===== config.mk =====
export PLATFORM = sky130hd
export DESIGN_NAME = level_mem_arbiter
export DESIGN_NICKNAME = d
export VERILOG_FILES = /design/src/rtl/level_mem_arbiter.sv
export SDC_FILE = /design/constraint.sdc
export NUM_CORES = 1
export LEC_CHECK = 0
export BUFFER_PORTS_ARGS = -buffer_cell sky130_fd_sc_hd__buf_2
export CORE_MARGIN = 2
export CORE_UTILIZATION = 40
export DETAILED_ROUTE_END_ITERATION = 6
export GPL_ROUTABILITY_DRIVEN = 1
export PLACE_DENSITY = 0.76
export SYNTH_ARGS = -nofsm -noshare
export SYNTH_HDL_FRONTEND = slang
export SYNTH_SLANG_ARGS = --single-unit

===== constraint.sdc =====
create_clock -name clk -period 8.6 [get_ports clk]
set_clock_uncertainty 0.1 [all_clocks]
set_input_delay 0.86 -clock clk [delete_from_list [all_inputs] [get_ports clk]]
set_output_delay 0.86 -clock clk [all_outputs]
set_load 0.01 [all_outputs]

===== src/rtl/level_mem_arbiter.sv =====
// Tile-map read arbiter shared by the display fetcher and the collision engine.
// Three-cycle read pipeline with fixed display priority and collision anti-starvation.
module level_mem_arbiter #(
    parameter int         MAP_W        = 40,
    parameter int         MAP_H        = 30,
    parameter int         TILE_SHIFT   = 4,
    parameter int         STARVE_LIMIT = 8,
    parameter logic [2:0] BLK_OOB      = 3'd7
) (
    input  logic        clk,
    input  logic        reset_n,
    input  logic        disp_req,
    input  logic [9:0]  disp_x,
    input  logic [9:0]  disp_y,
    output logic [2:0]  disp_data,
    output logic        disp_valid,
    input  logic        col_req,
    input  logic [9:0]  col_x,
    input  logic [9:0]  col_y,
    output logic [2:0]  col_data,
    output logic        col_ack,
    output logic [10:0] mem_addr,
    input  logic [2:0]  mem_rdata
);

    localparam int CNT_W = $clog2(STARVE_LIMIT + 2);

    localparam logic [1:0] C_IDLE = 2'd0;
    localparam logic [1:0] C_WAIT = 2'd1;
    localparam logic [1:0] C_BUSY = 2'd2;

    logic [1:0]       r_col_state;
    logic [CNT_W-1:0] r_starve;
    logic             r_pend_v;
    logic [9:0]       r_pend_x;
    logic [9:0]       r_pend_y;
    logic             r_t1_v, r_t1_col, r_t1_oob;
    logic             r_t2_v, r_t2_col, r_t2_oob;
    logic [10:0]      r_mem_addr;
    logic [2:0]       r_disp_data;
    logic [2:0]       r_col_data;
    logic             r_disp_valid;
    logic             r_col_ack;

    logic        w_dv;
    logic [9:0]  w_dx, w_dy;
    logic        w_col_cand, w_starved, w_col_win, w_disp_win, w_issue;
    logic [9:0]  w_sel_x, w_sel_y;
    logic [10:0] w_tile_col, w_tile_row, w_addr;
    logic        w_oob;

    // A fresh disp_req always supersedes whatever is parked in the pending slot.
    assign w_dv       = disp_req | r_pend_v;
    assign w_dx       = disp_req ? disp_x : r_pend_x;
    assign w_dy       = disp_req ? disp_y : r_pend_y;
    assign w_col_cand = (r_col_state == C_WAIT) && col_req;
    assign w_starved  = (r_starve >= CNT_W'(STARVE_LIMIT));
    assign w_col_win  = w_col_cand && (!w_dv || w_starved);
    assign w_disp_win = w_dv && !w_col_win;
    assign w_issue    = w_col_win | w_disp_win;

    assign w_sel_x    = w_col_win ? col_x : w_dx;
    assign w_sel_y    = w_col_win ? col_y : w_dy;
    assign w_tile_col = 11'(w_sel_x >> TILE_SHIFT);
    assign w_tile_row = 11'(w_sel_y >> TILE_SHIFT);
    assign w_oob      = (w_tile_col >= 11'(MAP_W)) || (w_tile_row >= 11'(MAP_H));
    assign w_addr     = w_tile_row * 11'(MAP_W) + w_tile_col;

    always_ff @(posedge clk) begin
        if (!reset_n) begin
            r_col_state <= C_IDLE;
            r_starve    <= '0;
        end else begin
            case (r_col_state)
                // The ack cycle itself is ignored so one held request yields one ack.
                C_IDLE: if (col_req && !r_col_ack) r_col_state <= C_WAIT;
                C_WAIT: begin
                    if (!col_req)       r_col_state <= C_IDLE;
                    else if (w_col_win) r_col_state <= C_BUSY;
                end
                C_BUSY: if (r_t2_v && r_t2_col) r_col_state <= C_IDLE;
                default: r_col_state <= C_IDLE;
            endcase
            if (w_col_cand && !w_col_win) r_starve <= r_starve + 1'b1;
            else                          r_starve <= '0;
        end
    end

    always_ff @(posedge clk) begin
        if (!reset_n) begin
            r_pend_v <= 1'b0;
            r_pend_x <= '0;
            r_pend_y <= '0;
        end else if (w_dv && w_col_win) begin
            r_pend_v <= 1'b1;
            r_pend_x <= w_dx;
            r_pend_y <= w_dy;
        end else begin
            r_pend_v <= 1'b0;
        end
    end

    always_ff @(posedge clk) begin
        if (!reset_n) begin
            r_t1_v       <= 1'b0;
            r_t1_col     <= 1'b0;
            r_t1_oob     <= 1'b0;
            r_t2_v       <= 1'b0;
            r_t2_col     <= 1'b0;
            r_t2_oob     <= 1'b0;
            r_mem_addr   <= '0;
            r_disp_data  <= '0;
            r_col_data   <= '0;
            r_disp_valid <= 1'b0;
            r_col_ack    <= 1'b0;
        end else begin
            r_t1_v   <= w_issue;
            r_t1_col <= w_col_win;
            r_t1_oob <= w_oob;
            r_t2_v   <= r_t1_v;
            r_t2_col <= r_t1_col;
            r_t2_oob <= r_t1_oob;
            if (w_issue && !w_oob) r_mem_addr <= w_addr;
            r_disp_valid <= r_t2_v && !r_t2_col;
            r_col_ack    <= r_t2_v && r_t2_col;
            if (r_t2_v && !r_t2_col) r_disp_data <= r_t2_oob ? BLK_OOB : mem_rdata;
            if (r_t2_v && r_t2_col)  r_col_data  <= r_t2_oob ? BLK_OOB : mem_rdata;
        end
    end

    assign disp_data  = r_disp_data;
    assign disp_valid = r_disp_valid;
    assign col_data   = r_col_data;
    assign col_ack    = r_col_ack;
    assign mem_addr   = r_mem_addr;

endmodule


== After elaboration in Yosys (flattened, before gate mapping) ==
Cells that the tools add are included.

* Bits in registers: 52
* Input port bits: 47
* Output and inout port bits: 19
* Word-level logic and storage cells: 59

* $add $sub $neg: 2
* $mul: 1
* $lt $le $gt $ge: 3
* Equal/unequal tests: 5
* Multiplexer cells: 11
* Bitwise logic cells: 2
* Reduce and logical (&&, ||, !) cells: 19

{| class="wikitable"
|+ Operator list
! operator !! count
|-
| $mux W10 || 4
|-
| $add A11 B6 Y11 || 1
|-
| $logic_and A1 B1 Y1 || 9
|-
| $mul A6 B3 Y8 const B || 1
|-
| $mux W2 || 4
|-
| $ge A6 B5 Y1 const B || 1
|-
| $ge A6 B6 Y1 const B || 1
|-
| $pmux W2 S3 || 1
|-
| $logic_not A1 Y1 || 5
|-
| $add A4 B1 Y4 const B || 1
|-
| $ge A4 B4 Y1 const B || 1
|-
| $ne A2 B2 Y1 const B || 2
|-
| $mux W3 || 1
|-
| $ne A3 B3 Y1 const B || 1
|-
| $reduce_and A3 Y1 || 1
|-
| $eq A2 B1 Y1 const B || 1
|-
| $eq A2 B2 Y1 const B || 1
|-
| $logic_not A2 Y1 || 1
|-
| $logic_or A1 B1 Y1 || 2
|-
| $or A1 B1 Y1 || 2
|-
| $reduce_and A2 Y1 || 1
|-
| $mux W1 || 1
|}

== Logic depth before layout (Yosys ltp) ==
Gate-level depths: netlist of run 1.

* Depth after elaboration: 9
* Gate-level depth with buffers: 15
* Depth with buffers taken out: 12

== Least setup slack after synthesis of run 1 ==
OpenSTA, ideal clock, no wires.

* Kind: input-to-reg
* Start point: input port disp_req
* End point: register r_mem_addr[10], in the netlist mem_addr[10]
* Setup time: 91 ps
* Arrival: 4266 ps
* Data required time: 8409 ps
* Setup slack: 4143 ps
* Stages: 14
* Buffers on the path: 3
* Cells stage by stage: buf_6 > o21ba_4 > nor2_1 > buf_2 > buf_1 > nand2_1 > o21ai_0 > ha_1 > ha_1 > fa_1 > o211ai_1 > or3_1 > or4_1 > a311oi_1

* Word-level cells in the longest chain between the ends: 9
* Elaborated cells between the ends (all ways): 18
* Classes of those cells: add/sub: 1; mul: 1; order compare: 2; mux: 4; bitwise: 2; reduce/logical: 8

{| class="wikitable"
|+ RTL lines
! item !! RTL line !! source
|-
| start: declaration || 12 || <nowiki>input logic disp_req,</nowiki>
|-
| parallel branches: the longest is 9 deep, another holds $add A11 B6 Y11 || - ||
|-
| end signal: assignment || 123 || <nowiki>if (w_issue && !w_oob) r_mem_addr <= w_addr;</nowiki>
|-
| end: declaration || 39 || <nowiki>logic [10:0] r_mem_addr;</nowiki>
|}

Several ways; the timed one is not identified.
A chain may end at the register's enable or synchronous reset.

== Final worst setup path of run 1 ==
Ends and elaborated chain as after synthesis.

==> key figures, run 1 <==
Yosys
  – Syn Area/Cell: 8.94 sq um
  – Post-synthesis compound-gate area fraction: between 10% and 20%
  – Warnings from Yosys: 0
  – Syn nets: roughly 320
  – Synth Register Bits: 44
  – Netlist cell types: 47
  – Register area share after synthesis: 38.3%
  – Main synth FF type: dfxtp_1
  – Mux cell area share after synthesis: 9.58%
  – Synthesized netlist cell count: approximately 260
  – Post-Synth Simple-Gate Area: around 18%
  – Synth Area in Adders: under 10%
  – Top post-synthesis cells by area: dfxtp_1 (38%), mux2i_1 (9.6%), ha_1 (7.1%)
  – Post-synth EDFFs: 0
  – Ys async rst share: 0%
  – Area leader, netlist: dfxtp_1
  – Share of the synthesized area in the top cell type: a little under two fifths
  – Xor/xnor cell area share of the yosys netlist: between 2 and 3%
  – Main combinational cell family by area after synthesis: compound AO/OA/AOI/OAI gates
  – Mapped Area: around 2300 sq um

Floorplan
  – Initial Util: between 40% and 50%
  – Die area: roughly 6400 sq um
  – Die outline height: between 70 and 80 um
  – Die Width: approximately 80 um
  – Io pins: between 60 and 70
  – FP Rows: 27
  – Core Box Area: about 5500 sq um

Placement
  – DP HPWL: about 3800 um
  – Gpl congestion: roughly 0.77
  – Port bufs: about 50

GRT
  – Initial antenna violation count: 0
  – GRT Total Usage: 16.8%
  – First-pass GRT wire length: between 8000 and 9000 um
  – GR peak layer: met2
  – Grt met3 use: between 4 and 5%
  – GR Layer Usage met1: 22.2%
  – Vias in the first global route: ~1900
  – Largest net degree at the start of global routing: 36
  – Total congestion overflow: 0
  – Met2 usage: 26.7%

Clock network
  – Clk sinks: 44
  – TritonCTS clock tree: yes
  – Clock latency on the worst-skew pair: 0.30 ns
  – Longest Clk Path Bufs: 2
  – CTS resizes: 0
  – H-tree levels: 2
  – Worst-path clk slew: about 0.090 ns
  – Postcts setup bufs: 0
  – Clock root cell: clkbuf_8
  – Cts hold-fix bufs: 0
  – CTS Buf Count: 5

Power
  – Leak Pwr: 1.23 nW
  – Clock power share: roughly a third
  – Total power: between 0.4 and 0.5 mW
  – Cell Pwr Density: about 170 nW/um^2
  – Worst vdd ir: 81.2 uV
  – Net Sw Frac: a little over a quarter
  – Comb power frac: ~17%
  – P_int: 0.333 mW
  – Sequential share of power: a little under half
  – Switching power: about 0.12 mW

Layout
  – Fin nets: ~360
  – Share of cells above drive strength 1: approximately 22%
  – Layout area overhead: 17.1%
  – Most common cell after layout, fill and taps aside: buf_2
  – ANT cells: 0
  – Most frequent cells in the layout: buf_2 (49), dfxtp_1 (44), nor2_1 (36)

Critical path
  – Critical path arrival: about 4.5 ns
  – Reg2reg start: r_starve[3]$_SDFF_PN0_
  – Critical Path Source: disp_req
  – Crit-path max FO: 21
  – Worst setup SP type: primary input
  – Capturing point of the worst reg2reg path: mem_addr[10]$_SDFFE_PN0P_
  – Worst Setup End Kind: register
  – CP Class: primary input to register
  – FF-to-FF setup slack: approximately 4.8 ns
  – Reg2Reg Depth: 11
  – Critical Path RT: roughly 8.7 ns

Min path
  – Origin of the worst min-delay path: r_t1_v$_SDFF_PN0_
  – Tightest Hold Check Type: register to register
  – Worst Hold End: r_t2_v$_SDFF_PN0_
  – Hold path depth: 1

STA
  – Endpoints failing hold: 0
  – Setup TNS: 0 ns
  – Least-Margin Pin Slew: approximately 0.9 ns
  – Final-report setup violation count: 0
  – Final Max Tran Viols: 0
  – Tcrit/Tclk final: around half
  – Hold WS: around 0.34 ns
  – Peak Freq: around 230 MHz
  – Post-layout min period: around 4.4 ns
  – Slew headroom: approximately two fifths
  – Unrepaired setup endpoints after global routing: false

Routing
  – Drc violations: 0
  – WL final: slightly below 5000 um
  – Vias: a little under 2000
  – First-iteration detailed-routing DRC count: 58
  – DR vias/cell: approximately 5.2
  – Drt pass-1 iters: 4
  – Avg WL per Cell: around 13 um
  – DRT antenna net count: 0

Flow run
  – MaxCap Viol Count: 0

Status
  – Outcome: finished clean
==> kinds of logic (layout without fill, tap and decap cells) <==
kind of cell	count (synthesis)	in the layout
simple gates	85	85
compound gates	67	67
flops	44	44
mux	22	22
buf+inv	17	63
fa+ha+maj	15	15
xor+xnor	7	7
==> flip-flops by register name (all words and copies together) (netlist names), 2 cells and up <==
register     cells
mem_addr        11
r_pend_x         6
r_pend_y         6
r_starve         4
col_data         3
disp_data        3
r_col_state      2
==> per-layer routing <==
layer / wire length [um] / part of all wire, %
met1: 2300 / 47
met5: 0 / 0
met4: 57 / 1.2
met3: 250 / 5.1
met2: 2250 / 46
==> cell type report <==
| type | instances | area (sq um) |
|---|---|---|
| repair buffers | 50 | 253 |
| clock inverters | 3 | 46.3 |
| flip-flops and latches | 44 | 881 |
| multi-input cells | 196 | 1330 |
| well taps | 72 | 90.1 |
| inverters | 5 | 18.8 |
| fillers | 536 | 2850 |
| clock buffers | 5 | 68.8 |
==> critical path, cell delays in order <==
cell and delay [ns]:
buf_2 0.40, o21ba_4 0.23, nor2_1 0.05, buf_4 0.19, o21ai_0 0.43, ha_1 0.33
ha_1 0.24, fa_1 0.56, o211ai_1 0.11, or3_1 0.36, or4_1 0.51, a311oi_1 0.25
==> worst max-delay path by stage <==
stage / to
global route: mem_addr[10]$_SDFFE_PN0P_
detailed placement: mem_addr[10]$_SDFFE_PN0P_
CTS: mem_addr[10]$_SDFFE_PN0P_
floorplan: mem_addr[10]$_SDFFE_PN0P_
global placement: mem_addr[10]$_SDFFE_PN0P_
finish: mem_addr[10]$_SDFFE_PN0P_
==> synth_stat cells (3+ instances only) <==
| master | n |
|---|---|
| a211oi_1 | 10 |
| a21oi_1 | 25 |
| and2_1 | 5 |
| buf_2 | 4 |
| clkbuf_1 | 5 |
| dfxtp_1 | 44 |
| ha_1 | 13 |
| inv_1 | 4 |
| mux2i_1 | 22 |
| nand2_1 | 14 |
| nand3_1 | 8 |
| nand4_1 | 3 |
| nor2_1 | 36 |
| nor3_1 | 3 |
| o21ai_0 | 16 |
| or3_1 | 4 |
| xnor2_1 | 5 |
==> power groups by stage <==
stage	combinational, mW	sequential (mW)	clock [mW]
2_1_floorplan	0.0529	0.223	0
3_3_place_gp	0.0784	0.220	0
3_5_place_dp	0.0798	0.221	0
4_1_cts	0.0803	0.216	0.166
5_1_grt	0.0897	0.217	0.175
6_report	0.0797	0.216	0.161
==> stage by stage <==
stage	worst slack (ns)	util [%]	instance area (sq um)	cells
floorplan	4.14	-	2300	257
global placement	3.91	46.5	2580	367
detailed placement	3.85	46.5	2580	367
CTS	4.17	48.6	2690	375
global route	3.96	48.6	2690	375
finish	4.17	48.6	2690	375
Power figures use the tool's default switching activity.
==> run 2, diff against run 1 <==
clock period = 4.1 ns   (was 8.6 ns; I/O delays follow)
==> key figures, run 2 (synthesized netlist as in run 1, its figures left out) <==
STA
  – Final Max Tran Viols: 0 (unchanged)
  – Peak Freq: 266 MHz
  – Final-report setup violation count: 0 (unchanged)
  – Slew headroom: 35.1% (was 38.7%)
  – Endpoints failing hold: 0 (unchanged)
  – Post-layout min period: around 3.8 ns
  – Unrepaired setup endpoints after global routing: false (unchanged)
  – Setup TNS: 0 ns (unchanged)
  – Tcrit/Tclk final: between 90% and 100%
  – Least-Margin Pin Slew: 0.967 ns (was 0.914 ns)

Layout
  – Fill count: 556 (was 536)
  – ANT cells: 0 (unchanged)
  – Most common cell after layout, fill and taps aside: buf_2 (unchanged)
  – Most frequent cells in the layout: buf_2 (49), dfxtp_1 (44), nor2_1 (36) (unchanged)
  – Max reg flops: 11 (unchanged)
  – Fin nets: 368 (was 364)
  – Finished Layout Cells: 379 (was 375)
  – Share of cells above drive strength 1: 22.8% (was 21.8%)
  – Layout area overhead: 18.4% (was 17.1%)

Placement
  – DP HPWL: 3800 um (was 3820 um)
  – Dpl cells: 371 (was 367)
  – Port bufs: 49 (unchanged)
  – Gpl congestion: 0.823 (was 0.774)

Critical path
  – Critical path cell sequence: o21ba_4 > nor2_1 > buf_4 > nand2_1 > o21ai_0 > ha_1 > ha_1 > fa_1 > o211ai_1 > or3_1 > or4_1 > a311oi_1 (was buf_2 > o21ba_4 > nor2_1 > buf_4 > o21ai_0 > ha_1 > ha_1 > fa_1 > o211ai_1 > or3_1 > or4_1 > a311oi_1)
  – Most used cell, CP: ha_1 (unchanged)
  – Critical path arrival: 3.85 ns (was 4.53 ns)
  – Worst Setup End Kind: register (unchanged)
  – Crit-path max FO: 9 (was 21)
  – Reg2Reg Depth: 12 (was 11)
  – Largest delay share family, worst path: adder cells (unchanged)
  – Largest stage delay, worst path: 0.55 ns (was 0.56 ns)
  – Reg2reg start: r_pend_v$_SDFF_PN0_ (was r_starve[3]$_SDFF_PN0_)
  – Worst path slowest cell: fa_1 (unchanged)
  – Buffers and inverters on the worst path: 1 (was 2)
  – Crit path depth: 12 (unchanged)
  – Worst setup SP type: register (was primary input)
  – Critical Path Source: r_pend_v$_SDFF_PN0_ (was disp_req)
  – Critical Path RT: 4.19 ns (was 8.70 ns)
  – CP Class: register to register (was primary input to register)

Floorplan
  – Io pins: 66 (unchanged)
  – Die Width: 79.8 um (unchanged)
  – Die area: 6370 sq um (unchanged)
  – Die outline height: 79.8 um (unchanged)
  – Core Box Area: 5540 sq um (unchanged)
  – Initial Util: 41.5% (unchanged)
  – FP Rows: 27 (unchanged)

Clock network
  – Clock latency on the worst-skew pair: 0.30 ns (about the same)
  – CTS Buf Count: 5 (unchanged)
  – H-tree levels: 2 (unchanged)
  – Clock root cell: clkbuf_8 (unchanged)
  – Worst-path clk slew: 0.09 ns (about the same)
  – Longest Clk Path Bufs: 2 (unchanged)
  – Clk sinks: 44 (unchanged)
  – TritonCTS clock tree: yes (unchanged)
  – Postcts setup bufs: 0 (unchanged)
  – Cts hold-fix bufs: 0 (unchanged)
  – CTS resizes: 0 (unchanged)

GRT
  – Total congestion overflow: 0 (unchanged)
  – GRT Total Usage: 16.6% (was 16.8%)
  – Initial antenna violation count: 0 (unchanged)
  – Largest net degree at the start of global routing: 36 (unchanged)
  – First-pass GRT wire length: 8430 um (was 8420 um)
  – Vias in the first global route: 1850 (was 1876)

Routing
  – Vias: 1964 (was 1953)
  – First-iteration detailed-routing DRC count: 105 (was 58)
  – Drt pass-1 iters: 4 (unchanged)
  – Avg WL per Cell: 12.9 um (was 13.0 um)
  – DR vias/cell: 5.18 (was 5.21)
  – DRT antenna net count: 0 (unchanged)
  – Drc violations: 0 (unchanged)
  – WL final: 4870 um (was 4860 um)

Power
  – Cell Pwr Density: 354 nW/um^2 (was 170 nW/um^2)
  – Switching power: 0.263 mW (was 0.124 mW)
  – Sequential share of power: 46.9% (was 47.2%)
  – Net Sw Frac: 27.2% (was 27.0%)
  – Comb power frac: 17.8% (was 17.4%)
  – Worst vdd ir: 167 uV (was 81.2 uV)
  – Clock power share: 35.3% (about the same)
  – Leak Pwr: 1.24 nW (was 1.23 nW)
  – P_int: 0.702 mW (was 0.333 mW)

Flow run
  – MaxCap Viol Count: 0 (unchanged)

Min path
  – Hold path depth: 3 (was 1)
  – Origin of the worst min-delay path: disp_x[5] (was r_t1_v$_SDFF_PN0_)
  – Tightest Hold Check Type: primary input to register (was register to register)

Status
  – Outcome: finished clean (unchanged)
[run 2: worst register-to-register path, cell delays in order, from the launching register on]
cell and delay [ns]:
dfxtp_1 0.35, o21ba_4 0.24, nor2_1 0.18, buf_4 0.18, nand2_1 0.05, o21ai_0 0.19, ha_1 0.33, ha_1 0.23
fa_1 0.55, o211ai_1 0.12, or3_1 0.35, or4_1 0.51, a311oi_1 0.26
[run 2: path summary, 6_finish.rpt]
check	end	slack [ns]
max	mem_addr[10]$_SDFFE_PN0P_	0.34
min	r_pend_x[5]$_SDFFE_PN0P_	0.26
max reg2reg	mem_addr[10]$_SDFFE_PN0P_	0.34
min reg2reg	r_t2_oob$_SDFF_PN0_	0.34
[run 2: layout make-up]
type / instances / area (sq um) / share of cell area, %
Sequential cell: 44 / 881 / 32.4
Tap cell: 72 / 90.1 / 3.31
Inverter: 5 / 18.8 / 0.690
Timing Repair Buffer: 54 / 283 / 10.4
Clock inverter: 3 / 46.3 / 1.70
Clock buffer: 5 / 68.8 / 2.53
Multi-Input combinational cell: 196 / 1330 / 49.0
[run 2: power groups by stage]
stage | Sequential [mW] | Combinational [mW] | Clock, mW
finish | 0.452 | 0.172 | 0.340
global route | 0.455 | 0.194 | 0.368
CTS | 0.453 | 0.172 | 0.348
detailed placement | 0.463 | 0.171 | 0
global placement | 0.462 | 0.168 | 0
floorplan | 0.467 | 0.111 | 0
[run 2: per-stage QoR]
stage          util [%]  total power, mW  area [sq um]  setup WS (ns)  hold slack [ns]
2_1_floorplan         -            0.578          2300         0.0928            0.311
3_3_place_gp       47.0            0.630          2610          0.240            0.315
3_5_place_dp       47.0            0.633          2610          0.165            0.320
4_1_cts            49.1            0.972          2720          0.337            0.264
5_1_grt            49.1             1.02          2720          0.164            0.268
6_report           49.1            0.965          2720          0.345            0.265
[run 2: metal layers]
| metal | track usage [%] | share of wire (%) |
|---|---|---|
| met3 | 4.30 | 4.9 |
| met5 | 0 | 0 |
| met2 | 26.1 | 45 |
| met4 | 3.73 | 0.39 |
| met1 | 22.8 | 50 |
